[src/rtl/pc_branch_unit.sv]
// Program counter, flag register and return-address stack; resolves decoder branch strobes into the next fetch address.
// Redirects and flag writes land one cycle after the retiring edge; adv=0 stalls all state while taken stays live.
module pc_branch_unit #(
    parameter int AW        = 32,
    parameter int PC_INC    = 4,
    parameter int RESET_PC  = 0,
    parameter int RAS_DEPTH = 4
) (
    input  logic                         clk,
    input  logic                         rst_n,
    input  logic                         adv,
    input  logic                         b,
    input  logic                         br,
    input  logic                         bz,
    input  logic                         bnz,
    input  logic                         bcy,
    input  logic                         bncy,
    input  logic                         bs,
    input  logic                         bns,
    input  logic                         bv,
    input  logic                         bnv,
    input  logic                         Call,
    input  logic                         Ret,
    input  logic [AW-1:0]                offset,
    input  logic [AW-1:0]                rs_val,
    input  logic                         flag_we,
    input  logic                         alu_c,
    input  logic                         alu_z,
    input  logic                         alu_s,
    input  logic                         alu_v,
    output logic [AW-1:0]                pc,
    output logic                         taken,
    output logic [3:0]                   flags,
    output logic [$clog2(RAS_DEPTH):0]   ras_count,
    output logic                         ras_err
);

    localparam int PW = $clog2(RAS_DEPTH);
    localparam int CW = PW + 1;

    logic [AW-1:0] r_pc;
    logic [3:0]    r_flags;
    logic [AW-1:0] r_stack [RAS_DEPTH];
    logic [PW-1:0] r_top;
    logic [CW-1:0] r_count;
    logic          r_err;

    logic [AW-1:0] w_seq;
    logic [AW-1:0] w_rel;
    logic [AW-1:0] w_next;
    logic [PW-1:0] w_top_m1;
    logic          w_cond;
    logic          w_full;
    logic          w_empty;
    logic          w_taken;
    logic          w_push;
    logic          w_pop;
    logic          w_err_set;
    logic          w_c, w_z, w_s, w_v;

    assign {w_c, w_z, w_s, w_v} = r_flags;

    assign w_seq    = r_pc + AW'(PC_INC);
    assign w_rel    = r_pc + offset;
    assign w_top_m1 = r_top - PW'(1);
    assign w_full   = (r_count == CW'(RAS_DEPTH));
    assign w_empty  = (r_count == '0);

    // Conditions look only at the registered flags, so a same-cycle flag write is not seen.
    assign w_cond = (bz   &  w_z) | (bnz  & ~w_z) |
                    (bcy  &  w_c) | (bncy & ~w_c) |
                    (bs   &  w_s) | (bns  & ~w_s) |
                    (bv   &  w_v) | (bnv  & ~w_v);

    // Priority Ret > Call > br > b > conditionals; only the winner acts.
    always_comb begin
        w_next    = w_seq;
        w_taken   = 1'b0;
        w_push    = 1'b0;
        w_pop     = 1'b0;
        w_err_set = 1'b0;
        if (Ret) begin
            if (w_empty) begin
                w_err_set = 1'b1;
            end else begin
                w_next  = r_stack[w_top_m1];
                w_taken = 1'b1;
                w_pop   = 1'b1;
            end
        end else if (Call) begin
            w_next    = w_rel;
            w_taken   = 1'b1;
            w_push    = 1'b1;
            w_err_set = w_full;
        end else if (br) begin
            w_next  = rs_val;
            w_taken = 1'b1;
        end else if (b || w_cond) begin
            w_next  = w_rel;
            w_taken = 1'b1;
        end
    end

    always_ff @(posedge clk or negedge rst_n) begin
        if (!rst_n) begin
            r_pc    <= AW'(RESET_PC);
            r_flags <= '0;
            r_top   <= '0;
            r_count <= '0;
            r_err   <= 1'b0;
            for (int i = 0; i < RAS_DEPTH; i++) begin
                r_stack[i] <= '0;
            end
        end else if (adv) begin
            r_pc <= w_next;
            if (flag_we) begin
                r_flags <= {alu_c, alu_z, alu_s, alu_v};
            end
            // A push into a full stack lands on the oldest slot, which the wrapped top already points at.
            if (w_push) begin
                r_stack[r_top] <= w_seq;
                r_top          <= r_top + PW'(1);
                if (!w_full) begin
                    r_count <= r_count + CW'(1);
                end
            end
            if (w_pop) begin
                r_top   <= w_top_m1;
                r_count <= r_count - CW'(1);
            end
            if (w_err_set) begin
                r_err <= 1'b1;
            end
        end
    end

    assign pc        = r_pc;
    assign taken     = w_taken;
    assign flags     = r_flags;
    assign ras_count = r_count;
    assign ras_err   = r_err;

endmodule

[config.mk]
export PLATFORM = sky130hd
export DESIGN_NAME = pc_branch_unit
export DESIGN_NICKNAME = d
export VERILOG_FILES = /design/src/rtl/pc_branch_unit.sv
export SDC_FILE = /design/constraint.sdc
export NUM_CORES = 1
export LEC_CHECK = 0
export CAP_MARGIN = 0
export CORE_MARGIN = 2
export CORE_UTILIZATION = 61
export CTS_CLUSTER_DIAMETER = 30
export DETAILED_ROUTE_END_ITERATION = 10
export MAX_ROUTING_LAYER = met4
export PLACE_DENSITY = 0.89
export SYNTH_ARGS = -nofsm -noshare
export SYNTH_HDL_FRONTEND = slang
export SYNTH_SLANG_ARGS = --single-unit
[constraint.sdc]
create_clock -name clk -period 5.2 [get_ports clk]
set_clock_uncertainty 0.1 [all_clocks]
set_input_delay 0.52 -clock clk [delete_from_list [all_inputs] [get_ports clk]]
set_output_delay 0.52 -clock clk [all_outputs]
set_load 0.02 [all_outputs]
-- After elaboration in Yosys (flattened, before gate mapping)
Cells that the tools add are included.
- magnitude comparators: 3
- bitwise gates (word level): 21
- mux-type cells: 27
- reduce and logical (&&, ||, !) cells: 9
- add/subtract/negate cells: 6
- equality and inequality tests: 2
- operators by type and width (cell ; number):
    32-bit 2-to-1 mux ; 8
    128-bit bitwise mux ; 1
    32-bit binary-select mux with 2-bit select ; 1
    32-bit demux with 2-bit select ; 1
    32-bit by 3-bit adder with 32-bit output (second input constant) ; 1
    32-bit adder ; 1
    1-bit 2-to-1 mux ; 11
    3-bit 2-to-1 mux ; 3
    1-bit bitwise AND ; 8
    2-bit AND reduction ; 4
    1-bit bitwise OR ; 7
    3-bit greater-or-equal comparator (second input constant) ; 2
    2-bit inverter with 3-bit output ; 2
    2-bit 2-to-1 mux ; 2
    1-bit inverter ; 4
    3-bit by 1-bit adder with 3-bit output (second input constant) ; 1
    3-bit == test (second input constant) ; 1
    3-bit logical NOT ; 1
    3-bit by 1-bit less-than comparator with 1-bit output (second input constant) ; 1
    3-bit AND reduction ; 1
    3-bit by 1-bit subtractor with 3-bit output (second input constant) ; 1
    2-bit by 1-bit adder with 2-bit output (second input constant) ; 1
    2-bit by 1-bit != test with 1-bit output (second input constant) ; 1
    2-bit nonzero test ; 1
    3 further kinds ; 3
- word-level logic and storage cells: 77
- bits in registers: 170
- input bits: 84
- output and inout bits: 41

-- Logic depth before layout (Yosys ltp)
Gate-level depths: netlist of run 1.
- word-level depth: 14
- mapped depth: 12
- gate-level depth less buffers: 11

-- Worst setup path before layout of run 1
No wires, ideal clock.
- kind: reg2reg
- start: register r_top[0]
- end: register r_pc[28], in the netlist pc[28]
- library setup time: 0.119 ns
- setup slack: 1.951 ns
- data arrival time: 3.030 ns
- required time: 4.981 ns
- path buffers: 4
- clock period less this slack: 3.249 ns
- stages on the path, launching flop included: 12
- path through: dfrtp_1 -> clkbuf_1 -> buf_1 -> inv_1 -> ha_1 -> clkbuf_1 -> clkbuf_1 -> mux4_2 -> a221oi_1 -> o21ai_0 -> a31oi_1 -> nor2_1
- cells in the longest elaborated chain, start to end: 7
- RTL lines (item ; line ; source):
    start: declaration ; 44 ; logic [PW-1:0] r_top;
    start signal: assignment ; 122 ; r_top <= r_top + PW'(1);
    start signal: assignment ; 128 ; r_top <= w_top_m1;
    2-bit by 1-bit subtractor with 2-bit output ; 65 ; assign w_top_m1 = r_top - PW'(1);
    net w_top_m1[0] ; 51 ; logic [PW-1:0] w_top_m1;
    2-bit inverter with 3-bit output (implied by the code) ; 86 ; w_next = r_stack[w_top_m1];
    32-bit binary-select mux with 2-bit select ; 86 ;
    32-bit 2-to-1 mux (implied by the code) (2 in series) ; 86 ;
    32-bit 2-to-1 mux ; 83 ; if (w_empty) begin
    32-bit 2-to-1 mux ; 82 ; if (Ret) begin
    end signal: assignment ; 106 ; r_pc <= AW'(RESET_PC);
    end signal: assignment ; 115 ; r_pc <= w_next;
    end: declaration ; 41 ; logic [AW-1:0] r_pc;
The timed path passes the listed nets, and every way through them passes these cells. The select of a mux whose other input is x is not followed.
A chain may end at the register's enable or synchronous reset.

-- Worst setup path after layout of run 1
- start: input port Ret
- end: output port taken
- cells in the longest elaborated chain, start to end: 1
- RTL lines (item ; line ; source):
    start: declaration ; 23 ; input logic Ret,
    1-bit 2-to-1 mux ; 82 ;
    end: declaration ; 32 ; output logic taken,
No other way between the ends.

==> metrics.md, run 1 <==
| Metric | Value |
|---|---|
| Worst Path Required | `between 4 and 5 ns` |
| Post-CTS setup buffers | `0` |
| CTS Buf Count | `17` |
| Top FF cell, synth | `dfrtp_1` |
| Post-route ant nets | `0` |
| Synth warn | `0` |
| Adder-cell share of the synthesized area | `0.0476` |
| Clk Latency, worst-skew pair | `0.43 ns` |
| Reg-to-Reg Start | `pc[0]` |
| Final Max Slew Viols | `0` |
| Initial antenna violation count | `0` |
| Worst Path Arrival | `roughly 3.4 ns` |
| Largest net degree at the start of global routing | `76` |
| Post-route DRC | `0` |
| Final nets | `about 1300` |
| GRT overflow | `0` |
| Antenna diodes | `0` |
| Routed wire length | `between 30 and 40 mm` |
| Clock Root Buffer | `clkbuf_16` |
| Worst Hold Class | `in2async` |
| Multiplexer share of the synthesized area | `0.0919` |
| Die W | `approximately 130 µm` |
| Share of post-route cells with drive strength above 1 | `0.0928` |
| Clk slew on worst S/H paths | `around 0.070 ns` |
| Final clock period utilization by the worst path | `0.775` |
| Final Setup Violations | `0` |
| FF+latch count, synth | `between 150 and 200` |
| Worst slew margin | `0.345` |
| Setup WS post-layout | `~1.2 ns` |
| Setup TNS | `0 ns` |
| Vias in the first global route | `9312` |
| CTS H-Tree Depth | `4` |
| Final instance area | `12300 µm²` |
| PD cells | `around 650 nW/µm²` |
| Startpoint Class | `primary input` |
| I/O Buffers | `between 100 and 150` |
| Post-DP Area | `11700 µm²` |
| XOR/XNOR Fraction of Synth Area | `0.0442` |
| DR vias/cell | `around 6.7` |
| Routed vias | `approximately 9700` |
| Clk sinks | `170` |
| Filler instances | `~1100` |
| CTS tree | `built` |
| Row cnt | `47` |
| Post-synthesis instance total | `approximately 1100` |
| Worst-path fanout max | `21` |
| Synthesis-to-finish area growth | `19.0%` |
| CTS max path bufs | `2` |
| Worst setup startpoint | `Ret` |
| DR WL/cell | `~21 µm` |
| GRT Overall Usage | `0.360` |
| Post-synth EDFFs | `0` |
| VDD IR max | `0.000328 V` |
| Post-DP HPWL | `~21 mm` |
| Slew @ Worst Pin | `just under 1 ns` |
| Asr flop ratio synth | `1.00` |
| Status | `completed` |
| Cell area after synthesis | `10300 µm²` |
| Die area | `roughly 18000 µm²` |
| DRT Pass-1 Iters | `6` |
| Average size of a mapped cell | `about 9 µm²` |
| Post-synthesis cell type count | `72` |
| Largest family of logic cells by synthesized area | `compound AO/OA/AOI/OAI gates` |
| Seq/Total Area, Yosys | `0.413` |
| Pre-CTS setup slack | `1.36 ns` |
| Post-Syn Nets | `between 1000 and 1500` |
| RePlAce Congestion | `~0.96` |
| Unrepaired setup endpoints after global routing | `no` |
| Starting density of the core | `0.624` |
| Global-route wire length before repair | `~49 mm` |
| Core box area | `16500 µm²` |
| Endpoint class of the critical path | `primary output` |
| Maxcap violations | `0` |
| Hold Vio Cnt, Final | `0` |
| Crit path kind | `in2out` |
| Die height | `about 130 µm` |
| Achievable Freq | `0.248 GHz` |
| IO Pins | `between 100 and 150` |
| CTS resizes | `0` |
| Hold buffers post-CTS | `0` |
| Post-synthesis compound-gate area fraction | `0.208` |
| Leak Pwr | `approximately 5.1 nW` |
| Synth Area in Simple Gates | `0.161` |
| Initial DRC count | `around 1400` |
| Minimum clock period | `roughly 4.0 ns` |
[critical path, cell delays in order]
cell and delay (ns):
clkdlybuf4s50_1 0.73, and2_1 0.25, inv_1 0.11, nand2_1 0.53, o41ai_4 0.23, inv_1 0.34
clkdlybuf4s50_1 0.69
[registers in the layout, indices dropped and copies added, names as in the netlist]
register,cells
r_stack,128
pc,32
flags,4
ras_count,3
r_top,2
ras_err,1
[layer usage]
metal  wire length, µm  track usage
met2             14400        0.558
met1             12100        0.477
met3              3200       0.0745
met4              1020        0.122
met5                 0            -
[logic make-up after synthesis]
logic type	after synthesis
xor+xnor	52
fa+ha+maj	38
flops	170
compound gates	354
mux	53
simple gates	370
buf+inv	90
[synth_stat cells, drive strengths merged (14+ instances only)]
| cell type | count | area (µm²) |
|---|---|---|
| a21oi | 61 | 309 |
| xor2 | 27 | 236 |
| nand2 | 191 | 717 |
| buf | 14 | 70.1 |
| dfrtp | 170 | 4250 |
| clkbuf | 54 | 204 |
| nor3 | 19 | 95.1 |
| o21ai | 174 | 871 |
| nor2 | 80 | 300 |
| ha | 36 | 450 |
| inv | 19 | 71.3 |
| nand3 | 25 | 138 |
| mux4 | 32 | 721 |
| xnor2 | 25 | 219 |
[through the flow]
stage                util  cells  hold WS, ns  total power [W]
CTS                 0.742   1449       0.0377          0.00782
finish              0.742   1449      0.00853          0.00795
detailed placement  0.706   1417        0.366          0.00646
floorplan               -   1127        0.124          0.00511
global route        0.742   1449       0.0686          0.00838
global placement    0.706   1417        0.350          0.00629
[power breakdown]
part | internal (W) | switching (W)
registers | 0.00193 | 0.000617
logic | 0.00176 | 0.00234
clock network | 0.000723 | 0.000576
[area by class of cell]
class | instances | area (µm²) | share of cell area
Inverter | 22 | 82.6 | 0.00673
Sequential cell | 170 | 4260 | 0.347
Timing Repair Buffer | 138 | 1340 | 0.109
Clock buffer | 19 | 433 | 0.0353
Clock inverter | 13 | 160 | 0.0131
Multi-Input combinational cell | 867 | 5710 | 0.466
Tap cell | 220 | 275 | 0.0224
[worst paths after layout]
path	end	slack, ns	cells after the start
max in group asynchronous	r_top[0]	3.85	2
min	r_stack[96]	0.009	1
max reg2reg	pc[26]	1.83	11
min in group clk	r_stack[127]	0.38	2
max	taken	1.17	7
min reg2reg	r_stack[127]	0.38	2
[placed cells by master (no fill, tap or decap), drive strengths merged, types with 5 or more instances in the layout]
cell             n
a31oi           12
clkbuf          19
nor2b            5
o31ai            6
o21ai          174
a21oi           61
clkinv           6
a21o             8
nand4           11
a22oi            8
nor3            19
mux2            13
a211oi          11
and4             5
o211ai          13
clkdlybuf4s50  122
o21a             8
ha              36
inv             24
a2bb2oi          5
a221oi           7
o2111ai          6
mux4            32
mux2i            8
xnor2           25
xor2            27
nor2            80
buf             16
dfrtp          170
nand2          191
or2              6
nand3           25
and3             8
No activity file was read; power rests on OpenSTA's default activity.
==> run 2: changes to the inputs <==
--- a/config.mk
+++ b/config.mk
@@ -7,11 +7,11 @@
 export LEC_CHECK = 0
 export CAP_MARGIN = 0
 export CORE_MARGIN = 2
-export CORE_UTILIZATION = 61
+export CORE_UTILIZATION = 51
 export CTS_CLUSTER_DIAMETER = 30
 export DETAILED_ROUTE_END_ITERATION = 10
 export MAX_ROUTING_LAYER = met4
-export PLACE_DENSITY = 0.89
+export PLACE_DENSITY = 0.8
 export SYNTH_ARGS = -nofsm -noshare
 export SYNTH_HDL_FRONTEND = slang
 export SYNTH_SLANG_ARGS = --single-unit
==> constraint.sdc (replaced) <==
create_clock -name clk -period 3.7 [get_ports clk]
set_clock_uncertainty 0.1 [all_clocks]
set_input_delay 0.37 -clock clk [delete_from_list [all_inputs] [get_ports clk]]
set_output_delay 0.37 -clock clk [all_outputs]
set_load 0.02 [all_outputs]
==> run 2 against run 1 <==
Compared with the run above:
- clock power grew 38%
- non-clock buffer count increased by 20
- sequential power grew 38%
- combinational power rose by 41%
- largest cell class unchanged
- count of clock-buffer cells in the layout grew 1
- sequential share of layout area is 0.69 points lower
- worst setup slack got worse by 0.83 ns
- worst hold slack improved by 0.16 ns
- utilization down 11 points
- via count is 1.8% lower
- critical path type is now reg2out
- global-route usage decreased by 6.1 points
- critical endpoint unchanged
- die area increased by 19%
==> metrics.md, run 2 (same netlist as run 1, synthesis figures left out) <==
| Metric | Value |
|---|---|
| Status | `completed` |
| DR WL/cell | `approximately 20 µm` |
| CTS max path bufs | `2` |
| Worst-path fanout max | `16` |
| Most frequent cells in the layout | `nand2_1 (191), o21ai_0 (173), dfrtp_1 (169)` |
| Routed vias | `9496` |
| Starting density of the core | `0.524` |
| Die area | `between 20000 and 25000 µm²` |
| Endpoint class of the critical path | `primary output` |
| Clk sinks | `170` |
| Post-route DRC | `0` |
| Largest net degree at the start of global routing | `between 100 and 150` |
| Total power | `approximately 0.011 W` |
| Post-DP HPWL | `about 22 mm` |
| Multi-input logic area | `between 5000 and 6000 µm²` |
| VDD IR max | `roughly 0.00034 V` |
| Sw Pwr | `0.00483 W` |
| Final Max Slew Viols | `0` |
| GRT Overall Usage | `0.299` |
| DR vias/cell | `roughly 6.3` |
| Leak Pwr | `about 5.2 nW` |
| Global-route wire length before repair | `49.4 mm` |
| P_int | `0.00627 W` |
| Share of post-route cells with drive strength above 1 | `0.106` |
| CTS resizes | `0` |
| DRT Pass-1 Iters | `5` |
| Maxcap violations | `0` |
| Filler instances | `approximately 1600` |
| Slew @ Worst Pin | `about 0.83 ns` |
| Clk slew on worst S/H paths | `about 0.07 ns` |
| Worst slew margin | `0.447` |
| PD cells | `888 nW/µm²` |
| CTS Buf Count | `17` |
| Die height | `~150 µm` |
| Clock power share | `0.162` |
| Unrepaired setup endpoints after global routing | `no` |
| Initial antenna violation count | `0` |
| Final clock period utilization by the worst path | `0.909` |
| Largest Register | `r_stack` |
| Initial DRC count | `a little over 1000` |
| Commonest non-fill, non-tap cell in the layout | `nand2_1` |
| Setup TNS | `0 ns` |
| I/O Buffers | `124` |
| Achievable Freq | `0.297 GHz` |
| Post-route ant nets | `0` |
| Minimum clock period | `3.36 ns` |
| GRT overflow | `0` |
| Crit path kind | `reg2out` |
| Clock Root Buffer | `clkbuf_16` |
| Antenna diodes | `0` |
| Synthesis-to-finish area growth | `21.4%` |
| Row cnt | `51` |
| Max FFs per register | `128` |
| Core box area | `between 15000 and 20000 µm²` |
| CTS tree | `built` |
| Routed wire length | `between 30 and 40 mm` |
| Clk Latency, worst-skew pair | `0.43 ns` |
| Sequential cell area | `4260 µm²` |
| Vias in the first global route | `between 9000 and 10000` |
| Final Setup Violations | `0` |
| Worst Path Required | `about 3.2 ns` |
| Sequential Power Share | `0.316` |
| Die W | `146 µm` |
| RePlAce Congestion | `roughly 0.94` |
| Worst Path Arrival | `approximately 2.9 ns` |
| Worst Hold Class | `in2async` |
| Switching share of power | `0.435` |
| Startpoint Class | `register` |
| Fin util | `0.637` |
| Hold Vio Cnt, Final | `0` |
| CTS H-Tree Depth | `4` |
| Final nets | `around 1400` |
| IO Pins | `roughly 130` |
| Combinational group share of total power | `0.522` |
## run 2: cell count changes in the layout (fill, tap and decap cells not counted), sizes merged
cell,change
clkinvlp,+2
inv,-1
buf,+19
dlygate4sd3,+1
clkbuf,+1
clkinv,-3
## run 2: final timing paths
kind / startpoint / endpoint / slack [ns] / cells past startpoint
max in group asynchronous: rst_n / r_top[0] / 2.33 / 3
setup / recovery: flags[3] / taken / 0.34 / 6
hold / removal: rst_n / r_stack[65] / 0.17 / 2
min in group clk: r_stack[45] / r_stack[45] / 0.38 / 2
hold reg to reg: r_stack[45] / r_stack[45] / 0.38 / 2
setup reg to reg: pc[0] / pc[24] / 0.41 / 12
## run 2: worst max-delay path, stage by stage (launching register included)
cell             delay [ns]
dfrtp_1                0.44
mux2i_1                0.25
nand4_1                0.13
or2_2                  0.46
o41ai_4                0.45
inv_1                  0.14
clkdlybuf4s50_1        0.57
## run 2: per-layer routing
metal  vias up  global-route usage  share of wire
li1       4309                   -              -
met3        61              0.0553          0.082
met5         -                   -              0
met4         0              0.0981          0.028
met1      4662               0.418           0.43
met2       464               0.445           0.46
## run 2: cell type report
class,instances,area share
well taps,265,0.0265
clock inverters,11,0.0108
inverters,22,0.00660
multi-input cells,867,0.457
repair buffers,158,0.124
flip-flops and latches,170,0.340
clock buffers,20,0.0357
## run 2: metrics by stage
step / hold slack (ns) / area, µm² / setup WS [ns] / instances
2_1_floorplan: -0.0256 / 10300 / 0.451 / 1127
3_3_place_gp: 0.0504 / 11900 / 0.281 / 1481
3_5_place_dp: 0.0511 / 11900 / 0.175 / 1481
4_1_cts: 0.161 / 12500 / 0.361 / 1513
5_1_grt: 0.161 / 12500 / 0.200 / 1513
6_report: 0.173 / 12500 / 0.336 / 1513
## run 2: repair_timing
item | 4_1_cts | 5_1_grt
endpoints found under the hold margin | 112 | 0
buffers inserted | 0 | 0
hold buffers | 1 | 0
## run 2: power by group through the flow
stage	clock network, W	registers [W]	logic [W]
2_1_floorplan	0	0.00347	0.00370
3_3_place_gp	0	0.00344	0.00549
3_5_place_dp	0	0.00350	0.00563
4_1_cts	0.00181	0.00348	0.00571
5_1_grt	0.00189	0.00361	0.00630
6_report	0.00180	0.00351	0.00579
